<file path="src/rtl/tt_um_weight_loader.sv">
// Double-buffered weight loader: bit-plane beats fill a shadow matrix, which is
// copied to the active matrix in one cycle once the last beat has landed.
module tt_um_weight_loader #(
    parameter int unsigned MAX_IN_LEN  = 16,
    parameter int unsigned MAX_OUT_LEN = 8,
    parameter int unsigned WIDTH       = 2,
    parameter int unsigned BEATS       = MAX_OUT_LEN * WIDTH,
    parameter int unsigned COUNT_BITS  = $clog2(BEATS)
) (
    input  logic                                      clk,
    input  logic                                      rst_n,
    input  logic                                      ena,
    input  logic                                      ui_start,
    input  logic                                      ui_valid,
    input  logic [MAX_IN_LEN-1:0]                     ui_input,
    output logic                                      uo_ready,
    output logic                                      uo_busy,
    output logic [COUNT_BITS-1:0]                     uo_count,
    output logic [WIDTH*MAX_IN_LEN*MAX_OUT_LEN-1:0]   uo_weights,
    output logic                                      uo_done
);

    localparam int unsigned NBITS = WIDTH * MAX_IN_LEN * MAX_OUT_LEN;

    localparam logic [1:0] ST_IDLE   = 2'd0;
    localparam logic [1:0] ST_LOAD   = 2'd1;
    localparam logic [1:0] ST_COMMIT = 2'd2;

    localparam logic [COUNT_BITS-1:0] LAST_BEAT = COUNT_BITS'(BEATS - 1);

    // BEATS and COUNT_BITS are derived; overriding them breaks the mapping.
    if (BEATS != MAX_OUT_LEN * WIDTH) begin : g_bad_beats
        $error("BEATS must equal MAX_OUT_LEN*WIDTH");
    end

    logic [1:0]            state_q, state_d;
    logic [COUNT_BITS-1:0] count_q, count_d;
    logic [NBITS-1:0]      shadow_q, shadow_d;
    logic [NBITS-1:0]      active_q, active_d;
    logic                  done_q, done_d;

    // Next-state: sequencing, beat capture into shadow, and commit to active.
    always_comb begin
        state_d  = state_q;
        count_d  = count_q;
        shadow_d = shadow_q;
        active_d = active_q;
        done_d   = 1'b0;  // done is a single-cycle pulse, also cleared while disabled

        if (ena) begin
            case (state_q)
                ST_IDLE: begin
                    if (ui_start) begin
                        state_d = ST_LOAD;
                        count_d = '0;
                    end
                end
                ST_LOAD: begin
                    if (ui_start) begin
                        // Restart wins; a beat presented this cycle is dropped.
                        count_d = '0;
                    end else if (ui_valid) begin
                        for (int unsigned i = 0; i < MAX_IN_LEN; i++) begin
                            shadow_d[i*BEATS + 32'(count_q)] = ui_input[i];
                        end
                        if (count_q == LAST_BEAT) begin
                            count_d = '0;
                            state_d = ST_COMMIT;
                        end else begin
                            count_d = count_q + 1'b1;
                        end
                    end
                end
                ST_COMMIT: begin
                    active_d = shadow_q;
                    done_d   = 1'b1;
                    state_d  = ST_IDLE;
                end
                default: begin
                    state_d = ST_IDLE;
                end
            endcase
        end
    end

    // State registers with asynchronous active-low reset.
    always_ff @(posedge clk or negedge rst_n) begin
        if (!rst_n) begin
            state_q  <= ST_IDLE;
            count_q  <= '0;
            shadow_q <= '0;
            active_q <= '0;
            done_q   <= 1'b0;
        end else begin
            state_q  <= state_d;
            count_q  <= count_d;
            shadow_q <= shadow_d;
            active_q <= active_d;
            done_q   <= done_d;
        end
    end

    // Outputs: ready is combinational on ena so a disabled cycle never accepts.
    always_comb begin
        uo_ready   = ena && (state_q == ST_LOAD);
        uo_busy    = (state_q != ST_IDLE);
        uo_count   = count_q;
        uo_weights = active_q;
        uo_done    = done_q;
    end

endmodule

</file>
<file path="config.mk">
export PLATFORM = sky130hd
export DESIGN_NAME = tt_um_weight_loader
export DESIGN_NICKNAME = d
export VERILOG_FILES = /design/src/rtl/tt_um_weight_loader.sv
export SDC_FILE = /design/constraint.sdc
export NUM_CORES = 1
export LEC_CHECK = 0
export CORE_UTILIZATION = 54
export CTS_BUF_LIST = sky130_fd_sc_hd__clkbuf_8 sky130_fd_sc_hd__clkbuf_16
export DETAILED_ROUTE_END_ITERATION = 12
export PLACE_DENSITY = 0.79
export SETUP_SLACK_MARGIN = 0.5
export SYNTH_ARGS = -nofsm -noshare
export SYNTH_HDL_FRONTEND = slang
export SYNTH_SLANG_ARGS = --single-unit
export TNS_END_PERCENT = 20
</file>
<file path="constraint.sdc">
create_clock -name clk -period 2.05 [get_ports clk]
set_input_delay 0.41 -clock clk [delete_from_list [all_inputs] [get_ports clk]]
set_output_delay 0.41 -clock clk [all_outputs]
set_load 0.02 [all_outputs]
</file>
==> flow_metrics.env <==
export IMPL_maxCapViolCount=0
export IMPL_grt_total_usage_pct=27.18
export IMPL_insertion_delay_ns=0.56
export IMPL_cp_arrival_ns=2.34
export IMPL_hpwl_um=32530
export IMPL_finalCritPeriodShare_pct=91.94
export IMPL_cp_slowest_stage_delay_ns=0.44
export IMPL_drt_wl_total_um=50890
export IMPL_dieArea_um2=37530
export IMPL_ff_latch_area_um2=13000
export IMPL_crit_family="buffers and inverters"
export IMPL_holdWs_ns=0.3345
export IMPL_path_clk_slew_ns=0.07
export IMPL_hp_class="input port to async pin"
export IMPL_yosysWarnings=0
export IMPL_irDropWorstVdd_mv=0.7611
export IMPL_finalHoldViolCount=0
export IMPL_core_area_um2=35830
export IMPL_end_kind="flop"
export IMPL_crit_fanout=8
export IMPL_fin_area_um2=26440
export IMPL_netlist_area_um2=19850
export IMPL_antenna_left=0
export IMPL_worstPathCellList="buf_6 -> nand4b_4 -> buf_6 -> nor2_4 -> buf_12 -> buf_16 -> mux2_2"
export IMPL_fin_nets=1603
export IMPL_overflow=0
export IMPL_p_leak_nw=14.16
export IMPL_fillerInstances=2185
export IMPL_r2r_end="shadow_q[61]"
export IMPL_clock_skew_final_ns=0.02130
export IMPL_grt_max_degree=79
export IMPL_synth_seq_cells=519
export IMPL_ys_seq_area_share_pct=65.43
export IMPL_crit_top_cell="buf_6"
export IMPL_multi_input_area_um2=6894
export IMPL_worst_setup_path_type="flop to flop"
export IMPL_fin_total_pwr_mw=22.59
export IMPL_place_gp_congestion=0.7854
export IMPL_wl_per_cell_um=24.51
export IMPL_dieHeight_um=193.7
export IMPL_synth_distinct_cells=33
export IMPL_power_density_nw_per_um2=854.4
export IMPL_post_route_min_period_ns=1.885
export IMPL_rr_worst_depth=7
export IMPL_dpl_cell_area_um2=24320
export IMPL_cts_sinks=519
export IMPL_rows=69
export IMPL_reg2reg_from="state_q[1]"
export IMPL_cts_root_buf="clkbuf_16"
export IMPL_drc=0
export IMPL_synthesis_nets=1184
export IMPL_grt_pass1_wl_um=77390
export IMPL_cts_tree="built"
export IMPL_die_w_um=193.7
export IMPL_synthesis_instances=1159
export IMPL_mostFrequentLayoutCells="dfrtp_1 (513), mux2_2 (388), mux2_4 (124), dlygate4sd2_1 (108), buf_4 (96)"
export IMPL_initial_core_util_pct=55.40
export IMPL_crit_buf_inv=4
export IMPL_start_kind="flop"
export IMPL_diodes=0
export IMPL_area_growth_pct=33.20
export IMPL_first_iter_violations=502
export IMPL_h_tree_depth=2
export IMPL_tightestPinTransition_ns=0.7390
export IMPL_layout_commonest_cell="dfrtp_1"
export IMPL_totalNegativeSetupSlack_ns=0
export IMPL_io_pins=284
export IMPL_clk_path_buf_depth=3
export IMPL_drive_gt1_share_pct=57.71
export IMPL_cp_required_ns=2.50
export IMPL_routed_via_count=11470
export IMPL_port_buffer_count=283
export IMPL_rrSetupSlack_ns=0.17
export IMPL_grt_pass1_vias=12650
export IMPL_first_pass_iters=5
export IMPL_finalMaxSlewViolations=0
export IMPL_rsz0062_at_grt="yes"
export IMPL_status="finished clean"
export IMPL_syn_avg_cell_area_um2=17.13
export IMPL_max_slew_margin_pct=50.58
export IMPL_setup_viol=0
export IMPL_cts_made_buffers=51
export IMPL_drt_vias_per_instance=5.525
export IMPL_critPathSlowestCell="dfrtp_2"
export IMPL_antenna_found_initial=0
export IMPL_fmax_mhz=530.6
==> cell usage after synthesis, drive strengths merged <==
cell | count | area (um2)
nand4bb | 2 | 22.52
a311oi | 1 | 8.760
nand2b | 3 | 18.77
nor2 | 13 | 133.9
inv | 7 | 26.28
nand3b | 1 | 7.510
mux2 | 512 | 5916
o22ai | 2 | 12.51
o21ai | 3 | 15.01
or2 | 1 | 6.260
nor4bb | 1 | 10.01
or4b | 1 | 10.01
o32ai | 1 | 8.760
ha | 4 | 50.05
nand3 | 7 | 55.05
nor3b | 1 | 7.510
nand2 | 2 | 7.510
and3b | 1 | 8.760
a21oi | 2 | 10.01
buf | 49 | 334.1
nand4b | 5 | 103.9
o31ai | 2 | 15.01
a211oi | 1 | 7.510
clkbuf | 18 | 67.56
dfrtp | 519 | 12990
==> power by group <==
part           internal, mW  total (mW)  switching [mW]
registers              11.0        11.5           0.530
clock network          5.42        9.27            3.85
logic                  1.08        1.81           0.729
total                  17.5        22.6            5.11
==> layout make-up <==
class	count	area share (%)
inverter	7	0.1183
timing repair buffer	433	16.15
tap	461	2.182
clock inverter	29	0.9370
sequential	519	49.15
multi-input combinational	566	26.07
clock buffer	61	5.390
==> registers in the layout (all words and copies together) (netlist names) <==
signal,flops
uo_weights,256
uo_done,1
state_q,2
shadow_q,256
uo_count,4
==> logic make-up after synthesis <==
group	share of synthesized area, %
flops	65.43
mux	29.80
buf+inv	2.156
simple gates	1.973
compound gates	0.3908
fa+ha+maj	0.2521
==> worst register-to-register path, stage by stage, from the launching register on <==
cell,delay (ns)
dfrtp_2,0.44
buf_6,0.14
nand4b_4,0.21
buf_6,0.16
nor2_4,0.18
buf_12,0.14
buf_16,0.15
mux2_2,0.35
==> timing repair <==
action                     CTS  global route
pin swaps                    9            11
hold endpoints to repair    29             0
setup buffers               35            11
hold buffers                 1             0
gates resized for setup    931            48
setup endpoints to repair  775           722
gates cloned                 4             2
==> how the worst max path moves through the flow <==
stage | from | endpoint | slack (ns) | cells past startpoint
2_1_floorplan | uo_count[3] | shadow_q[115] | 0.18 | 5
3_3_place_gp | ui_start | shadow_q[177] | -0.29 | 6
3_5_place_dp | ui_start | shadow_q[177] | -0.31 | 6
4_1_cts | uo_count[2] | shadow_q[81] | 0.19 | 5
5_1_grt | state_q[1] | shadow_q[61] | 0.13 | 7
6_report | state_q[1] | shadow_q[61] | 0.17 | 7
==> routing by layer <==
metal  global-route usage [%]  share of wire, %  vias to the layer above
met5                        0                 0                        -
met4                    7.289               2.3                        0
met3                    7.201               6.8                       82
met2                    43.90                47                      337
met1                    36.64                43                     6108
li1                         -                 -                     4942
==> per-stage QoR <==
stage / worst slack, ns / instances / util, %
after CTS: 0.1932 / 2063 / 72.87
after global placement: -0.2931 / 1933 / 67.89
after global routing: 0.1295 / 2076 / 73.80
final: 0.1653 / 2076 / 73.80
after floorplan: 0.1773 / 1159 / -
after detailed placement: -0.3085 / 1933 / 67.89
No activity file was read; power rests on OpenSTA's default activity.
